===== src/rtl/conv_channel_accum.sv =====
// conv_channel_accum: pipelined multi-channel window dot-product with bias,
// optional ReLU and output saturation. One result per CH accepted beats.
// Stages: S1 products, S2 window sum, S3 channel accumulator, output register.
module conv_channel_accum #(
   parameter int KERNEL = 3,
   parameter int E      = 4,
   parameter int N      = 4,
   parameter int M      = 4,
   parameter int CH     = 4,
   parameter int B_W    = 8,
   parameter int OUT_W  = 8,
   parameter int SIGNED = 0,
   parameter int RELU   = 1,
   localparam int CI_W  = (CH > 1) ? $clog2(CH) : 1
) (
   input  logic                       clk,
   input  logic                       rst,
   input  logic                       clr,
   input  logic                       in_valid,
   output logic                       in_ready,
   input  logic [KERNEL*KERNEL*N-1:0] data2conv,
   input  logic [KERNEL*KERNEL*M-1:0] w,
   input  logic [B_W-1:0]             bias,
   output logic                       out_valid,
   input  logic                       out_ready,
   output logic [OUT_W-1:0]           result,
   output logic                       sat,
   output logic [CI_W-1:0]            ch_idx
);

   localparam int TAPS  = KERNEL * KERNEL;
   localparam int P_W   = N + M;
   localparam int G_W   = N + M + E + $clog2(CH);
   localparam int ACC_W = ((G_W > B_W) ? G_W : B_W) + 2;

   localparam logic signed [ACC_W-1:0] S_MAX = ACC_W'((2 ** (OUT_W - 1)) - 1);
   localparam logic signed [ACC_W-1:0] S_MIN = ACC_W'(-(2 ** (OUT_W - 1)));
   localparam logic signed [ACC_W-1:0] U_MAX = ACC_W'((2 ** OUT_W) - 1);

   logic adv, accept, first_c, last_c;

   logic [P_W-1:0]          prod_c [TAPS];
   logic                    s1_valid, s1_first, s1_last;
   logic [B_W-1:0]          s1_bias;
   logic [P_W-1:0]          s1_prod [TAPS];

   logic signed [ACC_W-1:0] sum_c;
   logic                    s2_valid, s2_first, s2_last;
   logic [B_W-1:0]          s2_bias;
   logic signed [ACC_W-1:0] s2_sum;

   logic signed [ACC_W-1:0] bias_ext;
   logic                    s3_valid, s3_last;
   logic signed [ACC_W-1:0] acc;

   logic signed [ACC_W-1:0] relu_v;
   logic [OUT_W-1:0]        res_c;
   logic                    sat_c;

   // One advance enable stalls the whole pipe while a result waits downstream.
   assign adv      = ~out_valid | out_ready;
   assign in_ready = adv;
   assign accept   = in_valid & adv;
   assign first_c  = (ch_idx == '0);
   assign last_c   = (ch_idx == CI_W'(CH - 1));

   // Channel counter: position of the next accepted beat inside its group.
   // NOTE: clocked state uses <= so every register samples pre-edge values.
   always_ff @(posedge clk) begin
      if (rst || clr)  ch_idx <= '0;
      else if (accept) ch_idx <= last_c ? '0 : ch_idx + 1'b1;
   end

   // Per-tap products, operands extended to full product width first.
   // NOTE: every output of a combinational block is assigned on all paths, so no latch.
   always_comb begin
      for (int i = 0; i < TAPS; i++) begin
         if (SIGNED != 0)
            prod_c[i] = {{M{data2conv[i*N+N-1]}}, data2conv[i*N +: N]} *
                        {{N{w[i*M+M-1]}}, w[i*M +: M]};
         else
            prod_c[i] = {{M{1'b0}}, data2conv[i*N +: N]} * {{N{1'b0}}, w[i*M +: M]};
      end
   end

   // S1 control: valid and group tags; a beat arriving with clr is discarded.
   always_ff @(posedge clk) begin
      if (rst || clr) begin
         s1_valid <= 1'b0;
         s1_first <= 1'b0;
         s1_last  <= 1'b0;
      end else if (adv) begin
         s1_valid <= in_valid;
         s1_first <= first_c;
         s1_last  <= last_c;
      end
   end

   // S1 data capture.
   // NOTE: datapath registers and arrays carry no reset; the valid bits qualify them.
   always_ff @(posedge clk) begin
      if (accept) begin
         s1_bias <= bias;
         for (int i = 0; i < TAPS; i++) s1_prod[i] <= prod_c[i];
      end
   end

   // Full-precision window sum, products sign/zero-extended to ACC_W.
   always_comb begin
      sum_c = '0;
      for (int i = 0; i < TAPS; i++)
         sum_c = sum_c + {{(ACC_W-P_W){(SIGNED != 0) & s1_prod[i][P_W-1]}}, s1_prod[i]};
   end

   // S2 control.
   always_ff @(posedge clk) begin
      if (rst || clr) begin
         s2_valid <= 1'b0;
         s2_first <= 1'b0;
         s2_last  <= 1'b0;
      end else if (adv) begin
         s2_valid <= s1_valid;
         s2_first <= s1_first;
         s2_last  <= s1_last;
      end
   end

   // S2 data capture.
   always_ff @(posedge clk) begin
      if (adv && s1_valid) begin
         s2_bias <= s1_bias;
         s2_sum  <= sum_c;
      end
   end

   assign bias_ext = {{(ACC_W-B_W){(SIGNED != 0) & s2_bias[B_W-1]}}, s2_bias};

   // S3 accumulator: first beat of a group restarts from the bias.
   always_ff @(posedge clk) begin
      if (rst || clr) begin
         s3_valid <= 1'b0;
         s3_last  <= 1'b0;
         acc      <= '0;
      end else if (adv) begin
         s3_valid <= s2_valid;
         s3_last  <= s2_valid & s2_last;
         if (s2_valid) acc <= (s2_first ? bias_ext : acc) + s2_sum;
      end
   end

   // ReLU clamp (no sat), then clip to the output range (sets sat).
   always_comb begin
      relu_v = acc;
      if ((RELU != 0) && (SIGNED != 0) && (acc < 0)) relu_v = '0;
      res_c = relu_v[OUT_W-1:0];
      sat_c = 1'b0;
      if (SIGNED != 0) begin
         if (relu_v > S_MAX) begin
            res_c = S_MAX[OUT_W-1:0];
            sat_c = 1'b1;
         end else if (relu_v < S_MIN) begin
            res_c = S_MIN[OUT_W-1:0];
            sat_c = 1'b1;
         end
      end else if (relu_v > U_MAX) begin
         res_c = U_MAX[OUT_W-1:0];
         sat_c = 1'b1;
      end
   end

   // Output register: clr keeps a held result but drops anything still in flight.
   always_ff @(posedge clk) begin
      if (rst) begin
         out_valid <= 1'b0;
         result    <= '0;
         sat       <= 1'b0;
      end else if (clr) begin
         out_valid <= out_valid & ~out_ready;
      end else if (adv) begin
         out_valid <= s3_valid & s3_last;
         if (s3_valid && s3_last) begin
            result <= res_c;
            sat    <= sat_c;
         end
      end
   end

endmodule


===== config.mk =====
export PLATFORM = sky130hd
export DESIGN_NAME = conv_channel_accum
export DESIGN_NICKNAME = d
export VERILOG_FILES = /design/src/rtl/conv_channel_accum.sv
export SDC_FILE = /design/constraint.sdc
export NUM_CORES = 1
export LEC_CHECK = 0
export CAP_MARGIN = 5
export CORE_ASPECT_RATIO = 0.7
export CORE_MARGIN = 3
export CORE_UTILIZATION = 42
export DETAILED_ROUTE_END_ITERATION = 16
export SLEW_MARGIN = 10
export SYNTH_ARGS = -nofsm -noshare
export SYNTH_HDL_FRONTEND = slang
export SYNTH_SLANG_ARGS = --single-unit

===== constraint.sdc =====
create_clock -name clk -period 4.39 [get_ports clk]
set_clock_uncertainty 0.1 [all_clocks]
set_input_delay 0.6585 -clock clk [delete_from_list [all_inputs] [get_ports clk]]
set_output_delay 0.6585 -clock clk [all_outputs]
set_load 0.02 [all_outputs]

**Word level (Yosys, flattened, before mapping)**

Memories as Yosys holds them, arrays and structs flattened.
Index checks and enable logic that the tools add are counted.

- Memories: 1
- Register bits: 68
- Bits in writable memories: 72
- Logic and storage cells: 61
- Input port bits: 85
- Output and inout port bits: 13

- Add/subtract/negate cells: 10
- Muxes and demuxes: 8
- Reductions and logical operators: 7
- Bitwise operators: 8
- Eq/ne operators: 1
- $lt $le $gt $ge: 1
- Multipliers: 9

Memory list:

| name | words | width | rd ports | clocked after memory_dff | write ports | line | source |
|---|---|---|---|---|---|---|---|
| s1_prod | 9 | 8 | 9 | 0 | 9 | 45 | `logic [P_W-1:0] s1_prod [TAPS];` |

Operator list:

| cell | count |
|---|---|
| 4-bit by 4-bit multiplier with 8-bit output | 9 |
| 15-bit by 8-bit adder with 16-bit output | 1 |
| 16-bit adder | 1 |
| 16-bit by 9-bit > comparator with 1-bit output (second input constant) | 1 |
| 16-bit 2-to-1 mux | 1 |
| 14-bit by 8-bit adder with 15-bit output | 1 |
| 13-bit by 8-bit adder with 14-bit output | 1 |
| 12-bit by 8-bit adder with 13-bit output | 1 |
| 11-bit by 8-bit adder with 12-bit output | 1 |
| 10-bit by 8-bit adder with 11-bit output | 1 |
| 9-bit by 8-bit adder with 10-bit output | 1 |
| 8-bit by 8-bit adder with 9-bit output | 1 |
| 8-bit 2-to-1 mux | 1 |
| 1-bit 2-to-1 mux | 5 |
| 1-bit bitwise AND | 4 |
| 1-bit inverter | 3 |
| 3-bit AND reduction | 1 |
| 2-bit by 1-bit adder with 2-bit output (second input constant) | 1 |
| 2-bit equality test (second input constant) | 1 |
| 1-bit logical AND | 2 |
| 2-bit zero test | 1 |
| 2-bit 2-to-1 mux | 1 |
| 2-bit AND reduction | 1 |
| 2-bit nonzero test | 1 |
| other kinds (2) | 2 |

**Longest topological paths before layout**

An unclocked memory read counts as a cell.

- Depth in word-level cells: 9
- Depth in mapped cells: 14
- Gate-level depth less buffers: 14

**Least setup slack after synthesis**

OpenSTA, ideal clock, no wires.

- Path kind: reg2reg
- From: memory s1_prod[0][3] in the netlist's numbering
- To: register s2_sum[10], data pin
- Data arrival time: 3.889 ns
- Data required time: 4.024 ns
- Setup time: 0.266 ns
- Setup slack: 0.135 ns
- Stages on the path, launching flop included: 15
- Cell sequence: edfxtp_1 > inv_1 > fa_1 > inv_1 > fa_1 > fa_1 > inv_1 > fa_1 > inv_1 > fa_1 > a21o_1 > a21oi_1 > o21ai_0 > o41ai_1 > xnor2_1

RTL lines:

| item | line | source |
|---|---|---|
| start: declaration | 45 |  |
| end signal: assignment | 132 | `s2_sum <= sum_c;` |
| end: declaration | 50 | `logic signed [ACC_W-1:0] s2_sum;` |

==> summary.log <==
[route] average wire per cell in the routed design 14.7 um
[worst_setup_path] critical path startpoint category register
[route] number of optimization iterations in the first detailed-route pass 4
[timing] f_max 238 MHz
[grt] initial antenna violation count 0
[logic_synthesis] Yosys warning total 0
[job] Maximum Capacitance Violations 0
[timing] time the worst path needs with I/O delays and setup 4.19 ns
[layout] total area of multi-input combinational cells 0.00618 mm2
[layout] number of fill cells 2152
[clock_tree] TritonCTS clock tree built
[logic_synthesis] main combinational cell family by area after synthesis adder cells
[die] Boundary Pins 98
[layout] NumNets Final 1397
[timing] Tightest Pin Transition 0.844 ns
[outcome] run status finished, final reports clean
[route] via count of the routed design 6855
[logic_synthesis] adder-cell share of the synthesized area 33.6%
[timing] final-report hold violation count 0
[placement] Placed Instance Area 0.0119 mm2
[clock_tree] Max Root-Sink Buffers 2
[placement] weighted congestion reported at the end of routability-driven placement 0.830
[placement] number of placed instances, taps included 1384
[placement] port buffer count 97
[clock_tree] root buffer cell sky130_fd_sc_hd__clkbuf_16
[die] starting density of the core 43.5%
[logic_synthesis] Post-Synth XOR/XNOR Area 4.02%
[die] height of the chip 138 um
[layout] post-synthesis to final-layout area growth 19.6%
[grt] remaining global-route overflow 0
[clock_tree] clock buffer count from CTS 17
[die] die area 0.0269 mm2
[grt] GRT Resource Usage Total 16.4%
[power] maximum vdd drop 1.18 mV
[logic_synthesis] share of the yosys chip area belonging to registers 35.6%
[route] Post-Route WL 20.8 mm
[power] total power per unit cell area 708 mW/mm2
[timing] Setup Viol. Count Final 0
[layout] FF/Latch Area 0.00372 mm2
[logic_synthesis] post-synthesis instance area 0.0105 mm2
[layout] share of cells above drive strength 1 5.83%
[route] 1st-iter DRT viols 362
[placement] Detailed Place HPWL 16.8 mm
[logic_synthesis] simple-gate share of the synthesized area 12.8%
[logic_synthesis] Avg Cell Area, Syn 10.8 um2
[worst_setup_path] Arrival @ worst endpoint 4.25 ns
[logic_synthesis] predominant post-synthesis flop cell sky130_fd_sc_hd__edfxtp_1
[logic_synthesis] proportion of synthesized area in mux cells 1.05%
[logic_synthesis] number of standard cells after synthesis 970
[die] area of the placeable core 0.0241 mm2
[worst_setup_path] maximum fanout count along the critical path 2
[worst_setup_path] Crit Path Category reg -> reg
[clock_tree] post-CTS clock slew at the launch and capture registers of the worst setup and hold paths 0.06 ns
[min_path] Worst Hold Class reg -> reg
[route] Detail Route Antenna Nets 0
[die] die extent in x 195 um
[grt] wire length of the first global-routing pass 36.0 mm
[logic_synthesis] async set-reset flop share out of synthesis 0%
[layout] Finished Cell Area 0.0125 mm2
[die] floorplan row count 47
[logic_synthesis] post-synth cell types 46
[clock_tree] H-tree levels 4
[worst_setup_path] kind of capture point of the worst setup path register
[route] average via count per standard cell 4.84
[logic_synthesis] syn_nets 1281
[logic_synthesis] number of synthesized register bits 136
[route] DRC violations left 0
[logic_synthesis] number of enable-type register cells in the synthesized netlist 100
[timing] number of slew-limit violations in the final report 0
[timing] worst slew margin relative to its limit 43.7%
[grt] largest net degree at the start of global routing 52
[layout] post-route insts no fill 1416
[grt] vias in the first global route 7091
[clock_tree] insertion delay to the later sink of the worst-skew pair 0.42 ns
[worst_setup_path] Worst EP required 4.45 ns
[clock_tree] clock sink total 136
[logic_synthesis] Synth Area in Compound Gates 7.31%
[timing] final critical-path share of the clock period 95.5%
[power] static leakage 5.83 nW
[layout] antenna diode instance count 0
==> cells in the final DEF, fill, tap and decap left out, types with 2 or more instances in the layout <==
| cell | count |
|---|---|
| sky130_fd_sc_hd__inv_1 | 144 |
| sky130_fd_sc_hd__ha_1 | 134 |
| sky130_fd_sc_hd__nand2_1 | 100 |
| sky130_fd_sc_hd__edfxtp_1 | 100 |
| sky130_fd_sc_hd__clkdlybuf4s50_1 | 97 |
| sky130_fd_sc_hd__fa_1 | 90 |
| sky130_fd_sc_hd__and2_1 | 84 |
| sky130_fd_sc_hd__a21oi_1 | 51 |
| sky130_fd_sc_hd__nor2_1 | 42 |
| sky130_fd_sc_hd__dfxtp_1 | 36 |
| sky130_fd_sc_hd__xnor2_1 | 34 |
| sky130_fd_sc_hd__a21o_1 | 22 |
| sky130_fd_sc_hd__clkbuf_16 | 17 |
| sky130_fd_sc_hd__xor2_1 | 14 |
| sky130_fd_sc_hd__nor3_1 | 14 |
| sky130_fd_sc_hd__nand3_1 | 13 |
| sky130_fd_sc_hd__o21bai_1 | 12 |
| sky130_fd_sc_hd__o21ai_0 | 10 |
| sky130_fd_sc_hd__buf_4 | 9 |
| sky130_fd_sc_hd__mux2_2 | 8 |
| sky130_fd_sc_hd__nor2b_1 | 5 |
| sky130_fd_sc_hd__inv_6 | 5 |
| sky130_fd_sc_hd__and3_1 | 4 |
| sky130_fd_sc_hd__a21oi_2 | 3 |
| sky130_fd_sc_hd__o41ai_2 | 3 |
| sky130_fd_sc_hd__a211oi_1 | 3 |
| sky130_fd_sc_hd__nand3b_1 | 3 |
| sky130_fd_sc_hd__o21ai_1 | 3 |
| sky130_fd_sc_hd__bufinv_16 | 3 |
| sky130_fd_sc_hd__clkinvlp_4 | 3 |
| sky130_fd_sc_hd__mux2i_1 | 2 |
| sky130_fd_sc_hd__o21ai_2 | 2 |
| sky130_fd_sc_hd__or4_1 | 2 |
| sky130_fd_sc_hd__nand2b_1 | 2 |
| sky130_fd_sc_hd__a2111o_1 | 2 |
| sky130_fd_sc_hd__inv_8 | 2 |
==> through the flow <==
step	TNS (ns)	total power, mW	hold WS [ns]	setup WS [ns]	utilization, %
after CTS	0	8.72	0.319	0.000579	51.9
after global routing	-0.00877	9.71	0.325	-0.00869	52.0
after global placement	0	6.82	0.304	0.00701	49.3
after floorplan	0	5.45	0.300	0.135	-
final	0	8.85	0.317	0.196	52.0
after detailed placement	-0.0672	6.86	0.305	-0.0345	49.3
==> cell usage after synthesis (all sizes together) (15+ instances only) <==
cell type  instances  share of area [%]
a21o              22                1.6
o21ai             15               0.72
nand2            100                3.6
xnor2             34                2.8
edfxtp           100                 29
dfxtp             36                6.9
ha               135                 16
and2              84                5.0
inv              146                5.2
a21oi             54                2.6
nor2              42                1.5
fa                91                 17
==> critical path, stage by stage, from the launching register on <==
cell and delay (ns):
sky130_fd_sc_hd__edfxtp_1 0.40, sky130_fd_sc_hd__fa_1 0.52, sky130_fd_sc_hd__fa_1 0.53, sky130_fd_sc_hd__fa_1 0.55
sky130_fd_sc_hd__inv_1 0.05, sky130_fd_sc_hd__fa_1 0.51, sky130_fd_sc_hd__inv_2 0.05, sky130_fd_sc_hd__ha_1 0.29
sky130_fd_sc_hd__a21o_1 0.20, sky130_fd_sc_hd__a21oi_2 0.18, sky130_fd_sc_hd__o21ai_2 0.09, sky130_fd_sc_hd__o41ai_2 0.23
sky130_fd_sc_hd__buf_4 0.17, sky130_fd_sc_hd__o21ai_0 0.08
==> path summary, 6_finish.rpt <==
path / startpoint / endpoint / slack (ns) / depth (start not counted)
hold / removal: s1_bias[3]$_DFFE_PP_ / s2_bias[3]$_DFFE_PP_ / 0.32 / 0
setup / recovery: s1_prod[0][67]$_DFFE_PP_ / s2_sum[11]$_DFFE_PP_ / 0.20 / 13
setup reg to reg: s1_prod[0][67]$_DFFE_PP_ / s2_sum[11]$_DFFE_PP_ / 0.20 / 13
hold reg to reg: s1_bias[3]$_DFFE_PP_ / s2_bias[3]$_DFFE_PP_ / 0.32 / 0
==> repair_timing <==
action | in CTS | in global routing
setup endpoints to repair | 3 | 4
hold buffers | 0 | 0
buffers inserted | 0 | 1
resized for setup | 7 | 4
gates cloned | 0 | 0
pin swaps | 4 | 17
==> final cells by class <==
| class | instances | area share [%] |
|---|---|---|
| timing repair buffer | 106 | 8.30 |
| tap | 318 | 3.18 |
| multi-input combinational | 679 | 49.4 |
| clock inverter | 14 | 1.50 |
| clock buffer | 17 | 3.40 |
| sequential | 136 | 29.8 |
| inverter | 146 | 4.39 |
==> logic make-up after synthesis <==
family / Yosys count
buffers and inverters: 155
flip-flops: 136
multiplexers: 10
XOR/XNOR: 48
AO/OA/AOI/OAI: 120
AND/OR/NAND/NOR: 275
adder cells (fa/ha/maj): 226
==> where the power goes <==
group / switching, mW / total (mW) / internal, mW
combinational: 2.83 / 5.40 / 2.57
sequential: 0.0718 / 1.96 / 1.89
clock: 0.579 / 1.49 / 0.907
total: 3.48 / 8.85 / 5.37
==> registers in the layout, summed over array words and instances (netlist names), 2 cells and up <==
register  count
ch_idx        2
s1_bias       8
s2_sum       12
result        8
s2_bias       8
acc          16
s1_prod      72
==> per-layer routing <==
layer  vias to the layer above  global-route usage (%)  part of all wire (%)
li1                       3456                       -                     -
met1                      3295                    26.0                    54
met2                        95                    23.3                    41
met3                         9                    3.75                   3.9
met4                         0                    2.64                  0.62
met5                         -                       0                     0
Note: power is estimated with default switching activity, not from simulation.
